--- config.mk ---
export PLATFORM = sky130hd
export DESIGN_NAME = fifo_ctrl
export DESIGN_NICKNAME = d
export VERILOG_FILES = /design/src/rtl/fifo_pkg.sv /design/src/rtl/fifo_ptr.sv /design/src/rtl/fifo_ctrl.sv
export SDC_FILE = /design/constraint.sdc
export NUM_CORES = 1
export LEC_CHECK = 0
export ABC_AREA = 1
export CORE_ASPECT_RATIO = 1.4
export CORE_MARGIN = 2
export CORE_UTILIZATION = 51
export CTS_CLUSTER_SIZE = 10
export DETAILED_ROUTE_END_ITERATION = 10
export MAX_ROUTING_LAYER = met4
export PLACE_DENSITY_LB_ADDON = 0.25
export SYNTH_ARGS = -nofsm -noshare
export SYNTH_HDL_FRONTEND = slang
export SYNTH_SLANG_ARGS = --single-unit
--- constraint.sdc ---
create_clock -name clk -period 3.2 [get_ports clk]
set_input_delay 0.48 -clock clk [delete_from_list [all_inputs] [get_ports clk]]
set_output_delay 0.48 -clock clk [all_outputs]
set_load 0.05 [all_outputs]
--- src/rtl/fifo_pkg.sv ---
// -----------------------------------------------------------------------------
// fifo_pkg
// Shared sizing defaults and occupancy-FSM state encodings for the transaction
// layer FIFO controller (fifo_ctrl) and its pointer sub-module (fifo_ptr).
//   DEPTH  : entries in the 10-bit x 8-deep storage array
//   PTR_W  : width of the array address ports
//   CNT_W  : occupancy counter width, holds 0..DEPTH inclusive
// -----------------------------------------------------------------------------
package fifo_pkg;
   localparam int DEPTH = 8;
   localparam int PTR_W = 4;
   localparam int CNT_W = 4;

   localparam logic [1:0] ST_EMPTY   = 2'd0;
   localparam logic [1:0] ST_PARTIAL = 2'd1;
   localparam logic [1:0] ST_FULL    = 2'd2;
endpackage

--- src/rtl/fifo_ptr.sv ---
// -----------------------------------------------------------------------------
// fifo_ptr
// Wrapping address register: advances by one when inc is high and wraps from
// DEPTH-1 back to 0. Bits above the used address range therefore stay 0.
// Ports:
//   clk      in   1      rising-edge clock
//   reset_L  in   1      asynchronous active-low reset (pointer -> 0)
//   inc      in   1      advance enable
//   ptr      out  PTR_W  current address
// -----------------------------------------------------------------------------
module fifo_ptr #(
   parameter int DEPTH = fifo_pkg::DEPTH,
   parameter int PTR_W = fifo_pkg::PTR_W
) (
   input  logic             clk,
   input  logic             reset_L,
   input  logic             inc,
   output logic [PTR_W-1:0] ptr
);
   import fifo_pkg::*;

   always_ff @(posedge clk or negedge reset_L) begin
      if (!reset_L) begin
         ptr <= '0;
      end else if (inc) begin
         ptr <= (ptr == PTR_W'(DEPTH - 1)) ? '0 : ptr + PTR_W'(1);
      end
   end
endmodule

--- src/rtl/fifo_ctrl.sv ---
// -----------------------------------------------------------------------------
// fifo_ctrl
// Pointer/flag controller for the 10-bit x 8-deep FIFO storage array.
// Qualifies push/pop, drives the array strobes and addresses, tracks occupancy
// and decodes full/empty/almost flags plus a read-data-valid strobe aligned
// with the array's one-cycle registered read.
// Optional build macro: FIFO_ERR_EN adds the sticky fifo_error output
// (overflow / underflow); without it illegal requests are silently dropped.
// Ports:
//   clk, reset_L          clock, asynchronous active-low reset
//   push, pop             producer / consumer requests
//   af_thr, ae_thr        almost-full / almost-empty thresholds (CNT_W)
//   wr_en, rd_en          combinational accepted-push / accepted-pop strobes
//   wr_ptr, rd_ptr        registered array addresses (PTR_W)
//   rd_valid              array data_out valid (rd_en delayed one cycle)
//   count                 registered occupancy (CNT_W)
//   full, empty           registered occupancy flags from the FSM state
//   almost_full           registered count >= af_thr
//   almost_empty          registered count <= ae_thr
//   fifo_error            sticky error flag (FIFO_ERR_EN builds only)
// -----------------------------------------------------------------------------
module fifo_ctrl #(
   parameter int DEPTH = fifo_pkg::DEPTH,
   parameter int PTR_W = fifo_pkg::PTR_W,
   parameter int CNT_W = fifo_pkg::CNT_W
) (
   input  logic             clk,
   input  logic             reset_L,
   input  logic             push,
   input  logic             pop,
   input  logic [CNT_W-1:0] af_thr,
   input  logic [CNT_W-1:0] ae_thr,
   output logic             wr_en,
   output logic             rd_en,
   output logic [PTR_W-1:0] wr_ptr,
   output logic [PTR_W-1:0] rd_ptr,
   output logic             rd_valid,
   output logic [CNT_W-1:0] count,
   output logic             full,
   output logic             empty,
   output logic             almost_full,
   output logic             almost_empty
`ifdef FIFO_ERR_EN
  ,output logic             fifo_error
`endif
);
   import fifo_pkg::*;

   logic             pop_ok;
   logic             push_ok;
   logic [1:0]       state_p0;
   logic [1:0]       state_nxt;
   logic [CNT_W-1:0] cnt_nxt;
   logic             rd_vld_p1;

   // A push while full only goes through alongside a pop: the array reads the
   // old word at that address on the same edge, so nothing is overwritten early.
   // No bypass: while empty a simultaneous pop is refused.
   assign pop_ok  = pop & ~empty;
   assign push_ok = push & (~full | pop_ok);
   assign wr_en   = push_ok;
   assign rd_en   = pop_ok;

   fifo_ptr #(.DEPTH(DEPTH), .PTR_W(PTR_W)) u_wr_ptr (
      .clk     (clk),
      .reset_L (reset_L),
      .inc     (push_ok),
      .ptr     (wr_ptr)
   );

   fifo_ptr #(.DEPTH(DEPTH), .PTR_W(PTR_W)) u_rd_ptr (
      .clk     (clk),
      .reset_L (reset_L),
      .inc     (pop_ok),
      .ptr     (rd_ptr)
   );

   always_comb begin
      cnt_nxt = count;
      case ({push_ok, pop_ok})
         2'b10:   cnt_nxt = count + CNT_W'(1);
         2'b01:   cnt_nxt = count - CNT_W'(1);
         default: cnt_nxt = count;
      endcase
   end

   always_comb begin
      state_nxt = state_p0;
      case (state_p0)
         ST_EMPTY:   if (push_ok) state_nxt = ST_PARTIAL;
         ST_PARTIAL: begin
            if (pop_ok && !push_ok && count == CNT_W'(1))
               state_nxt = ST_EMPTY;
            else if (push_ok && !pop_ok && count == CNT_W'(DEPTH - 1))
               state_nxt = ST_FULL;
         end
         ST_FULL:    if (pop_ok && !push_ok) state_nxt = ST_PARTIAL;
         default:    state_nxt = ST_EMPTY;
      endcase
   end

   // ---- p0 -> p1 : occupancy state, count, almost flags, read-valid ----
   // Threshold corner cases fall out of the compares: af_thr==0 always
   // satisfies >=, and ae_thr>=DEPTH always satisfies <= since count<=DEPTH.
   always_ff @(posedge clk or negedge reset_L) begin
      if (!reset_L) begin
         state_p0     <= ST_EMPTY;
         count        <= '0;
         almost_full  <= 1'b0;
         almost_empty <= 1'b1;
         rd_vld_p1    <= 1'b0;
      end else begin
         state_p0     <= state_nxt;
         count        <= cnt_nxt;
         almost_full  <= (cnt_nxt >= af_thr);
         almost_empty <= (cnt_nxt <= ae_thr);
         rd_vld_p1    <= pop_ok;
      end
   end

   assign empty    = (state_p0 == ST_EMPTY);
   assign full     = (state_p0 == ST_FULL);
   assign rd_valid = rd_vld_p1;

`ifdef FIFO_ERR_EN
   // Sticky until reset; the rejected request itself is already gated above.
   always_ff @(posedge clk or negedge reset_L) begin
      if (!reset_L) begin
         fifo_error <= 1'b0;
      end else if ((push && full && !pop_ok) || (pop && empty)) begin
         fifo_error <= 1'b1;
      end
   end
`endif
endmodule

==> impl_results.md <==
- Outcome: completed
- Die W: 44.2 um
- Crit Path Max Fanout: 11
- Min-delay worst type: register to register
- Aggregate routed wire length: 2440 um
- Final hold violation count: 0
- Routability cong.: 0.942
- # setup viols final: 0
- Place WS: 322 ps
- Largest net degree at the start of global routing: 18
- Root Buffer: clkbuf_4
- CTS resizes: 0
- Drt pass-1 iters: 4
- Initial drt markers: 19
- Final net count: 207
- Register area share after synthesis: 36.9%
- Most frequent cells in the layout: 30 x inv_1, 30 x clkdlybuf4s50_1, 26 x nand2_1
- Filler cells: 185
- Setup TNS: 0 ps
- Sw power: 0.869 mW
- Drt drc: 0
- Worst Path Required: 2720 ps
- Pins over their slew limit: 0
- Pwr Density: 1060 nW/um^2
- Clock share of power: 7.8%
- Arrival time worst endpoint: 2120 ps
- RSZ-0062 raised after global routing: no
- FF+latch area: 427 um^2
- Final period utilization: 81.2%
- Synth warnings: 0
- Cts hold-fix bufs: 0
- Num CTS Buffers: 3
- Initial core utilization: 53.7%
- Comb pwr share: 66.0%
- Avg WL per Cell: 12.1 um
- CORE AREA: 2150 um^2
- Internal power: 0.725 mW
- Synthesized instance count: 146
- Syn avg cell area: 7.91 um^2
- Port Buffers: 30
- DIE AREA: 2670 um^2
- Vias in the first global route: 1028
- Switching Share: 54.5%
- # IOs: 31
- Grt total ovfl: 0
- Layout area overhead: 30.6%
- Antenna cell count: 0
- Cell row count: 20
- Flop pwr share: 26.2%
- Clock transition at path regs: 110 ps
- ANT nets after route: 0
- Core Util, Final: 70.1%
- HPWL Detailed: 1990 um
- First-pass GRT wire length: 4030 um
- Slew @ Worst Pin: 766 ps
- Overall die height: 60.3 um
- Startpoint Class: input pin
- Share of layout cells above drive strength 1: 8.94%
- CTS tree: built
- Vias per cell: 5.20
- Relative slew slack: 48.8%
- Number of setup buffers added after CTS: 0
- Mapped cell area: 1150 um^2
- DR vias: 1046
- Yosys cell types: 25
- Clock skew after layout: 3.93 ps
- Max Cap Viol: 0
- Pleak: 0.762 nW
- Clock sinks: 17
- Minimum clock period: 2600 ps
- Worst skew pair latency: 300 ps
- H-tree levels: 1
- Initial antenna violation count: 0
- Post-Syn Nets: 173
- Yosys reg bits: 17
- Peak VDD IR: 0.643 mV
- Post-route setup slack: 601 ps
- Longest Clk Path Bufs: 2
- FMAX: 385 MHz
- WS Path Type: input pin to primary output
- CP endpoint kind: primary output
- Total GRT Usage: 21.5%
- Multi-input gate area: 603 um^2
power by group through the flow:
stage / Clock, mW / Combinational [mW] / Sequential [mW]
5_1_grt: 0.140 / 1.15 / 0.426
2_1_floorplan: 0 / 0.439 / 0.706
3_3_place_gp: 0 / 1.02 / 0.415
4_1_cts: 0.131 / 1.06 / 0.416
6_report: 0.125 / 1.05 / 0.417
3_5_place_dp: 0 / 1.05 / 0.421
Yosys cell counts:
cell type   n  area [um^2]
inv_1      30          113
nand2_1    26         97.6
dfrtp_1    16          400
ha_1       15          188
nor2_1     12         45.0
nand3_1     9         45.0
o21ai_0     6         30.0
a21oi_1     4         20.0
nand4_1     4         25.0
o211ai_1    4         30.0
nor2_2      3         18.8
inv_2       2         7.51
o21ai_1     2         10.0
xor2_1      2         17.5
and2_4      1         8.76
buf_2       1         5.00
dfstp_2     1         26.3
nand2_2     1         6.26
nand2_4     1         11.3
nand3_2     1         10.0
nand3b_1    1         7.51
nor2_4      1         11.3
nor3_1      1         5.00
o21ai_2     1         8.76
o21bai_1    1         7.51
worst max-delay path: stages:
cell and delay (ps):
clkdlybuf4s50_1 450, inv_1 80, nor2_4 250, clkdlybuf4s50_1 850
final timing paths:
kind | startpoint | endpoint | slack, ps | depth (start not counted)
setup / recovery | pop | rd_en | 600 | 4
hold / removal | u_wr_ptr.ptr[2] | u_wr_ptr.ptr[2] | 540 | 1
setup reg to reg | state_p0[0] | almost_empty | 870 | 13
hold reg to reg | u_wr_ptr.ptr[2] | u_wr_ptr.ptr[2] | 540 | 1
max in group asynchronous | reset_L | state_p0[1] | 2110 | 1
min in group asynchronous | reset_L | u_rd_ptr.ptr[1] | 610 | 1
stage by stage:
step                hold slack, ps  std cells  power, mW  instance area (um^2)
finish                         537        201       1.59                  1510
global route                   574        201       1.72                  1510
CTS                            541        201       1.61                  1510
detailed placement             520        197       1.48                  1480
global placement               507        197       1.43                  1480
floorplan                      184        146       1.14                  1150
registers in the layout, summed over array words and instances (netlist names):
name,cells
u_wr_ptr.ptr,4
u_rd_ptr.ptr,4
almost_empty,1
rd_valid,1
almost_full,1
count,4
state_p0,2
layout make-up:
class / count / share of cell area [%]
clock buffer: 3 / 1.49
clock inverter: 1 / 0.498
inverter: 32 / 7.97
multi-input combinational: 96 / 40.0
sequential: 17 / 28.3
tap: 22 / 1.83
timing repair buffer: 30 / 19.9
cells by family (layout without fill, tap and decap cells):
group | Yosys count | after routing | share of synthesized area (%)
buffers and inverters | 33 | 66 | 10.8
adder cells (fa/ha/maj) | 15 | 15 | 16.3
XOR/XNOR | 2 | 2 | 1.52
AO/OA/AOI/OAI | 18 | 18 | 9.21
AND/OR/NAND/NOR | 61 | 61 | 25.2
flip-flops | 17 | 17 | 36.9
layer usage:
metal | share of wire [%] | GRT usage, % | vias to the layer above
li1 | - | - | 528
met1 | 37 | 20.0 | 483
met2 | 57 | 40.1 | 31
met3 | 4.3 | 3.32 | 4
met4 | 1.6 | 12.6 | 0
met5 | 0 | - | -
Power figures use the tool's default switching activity.
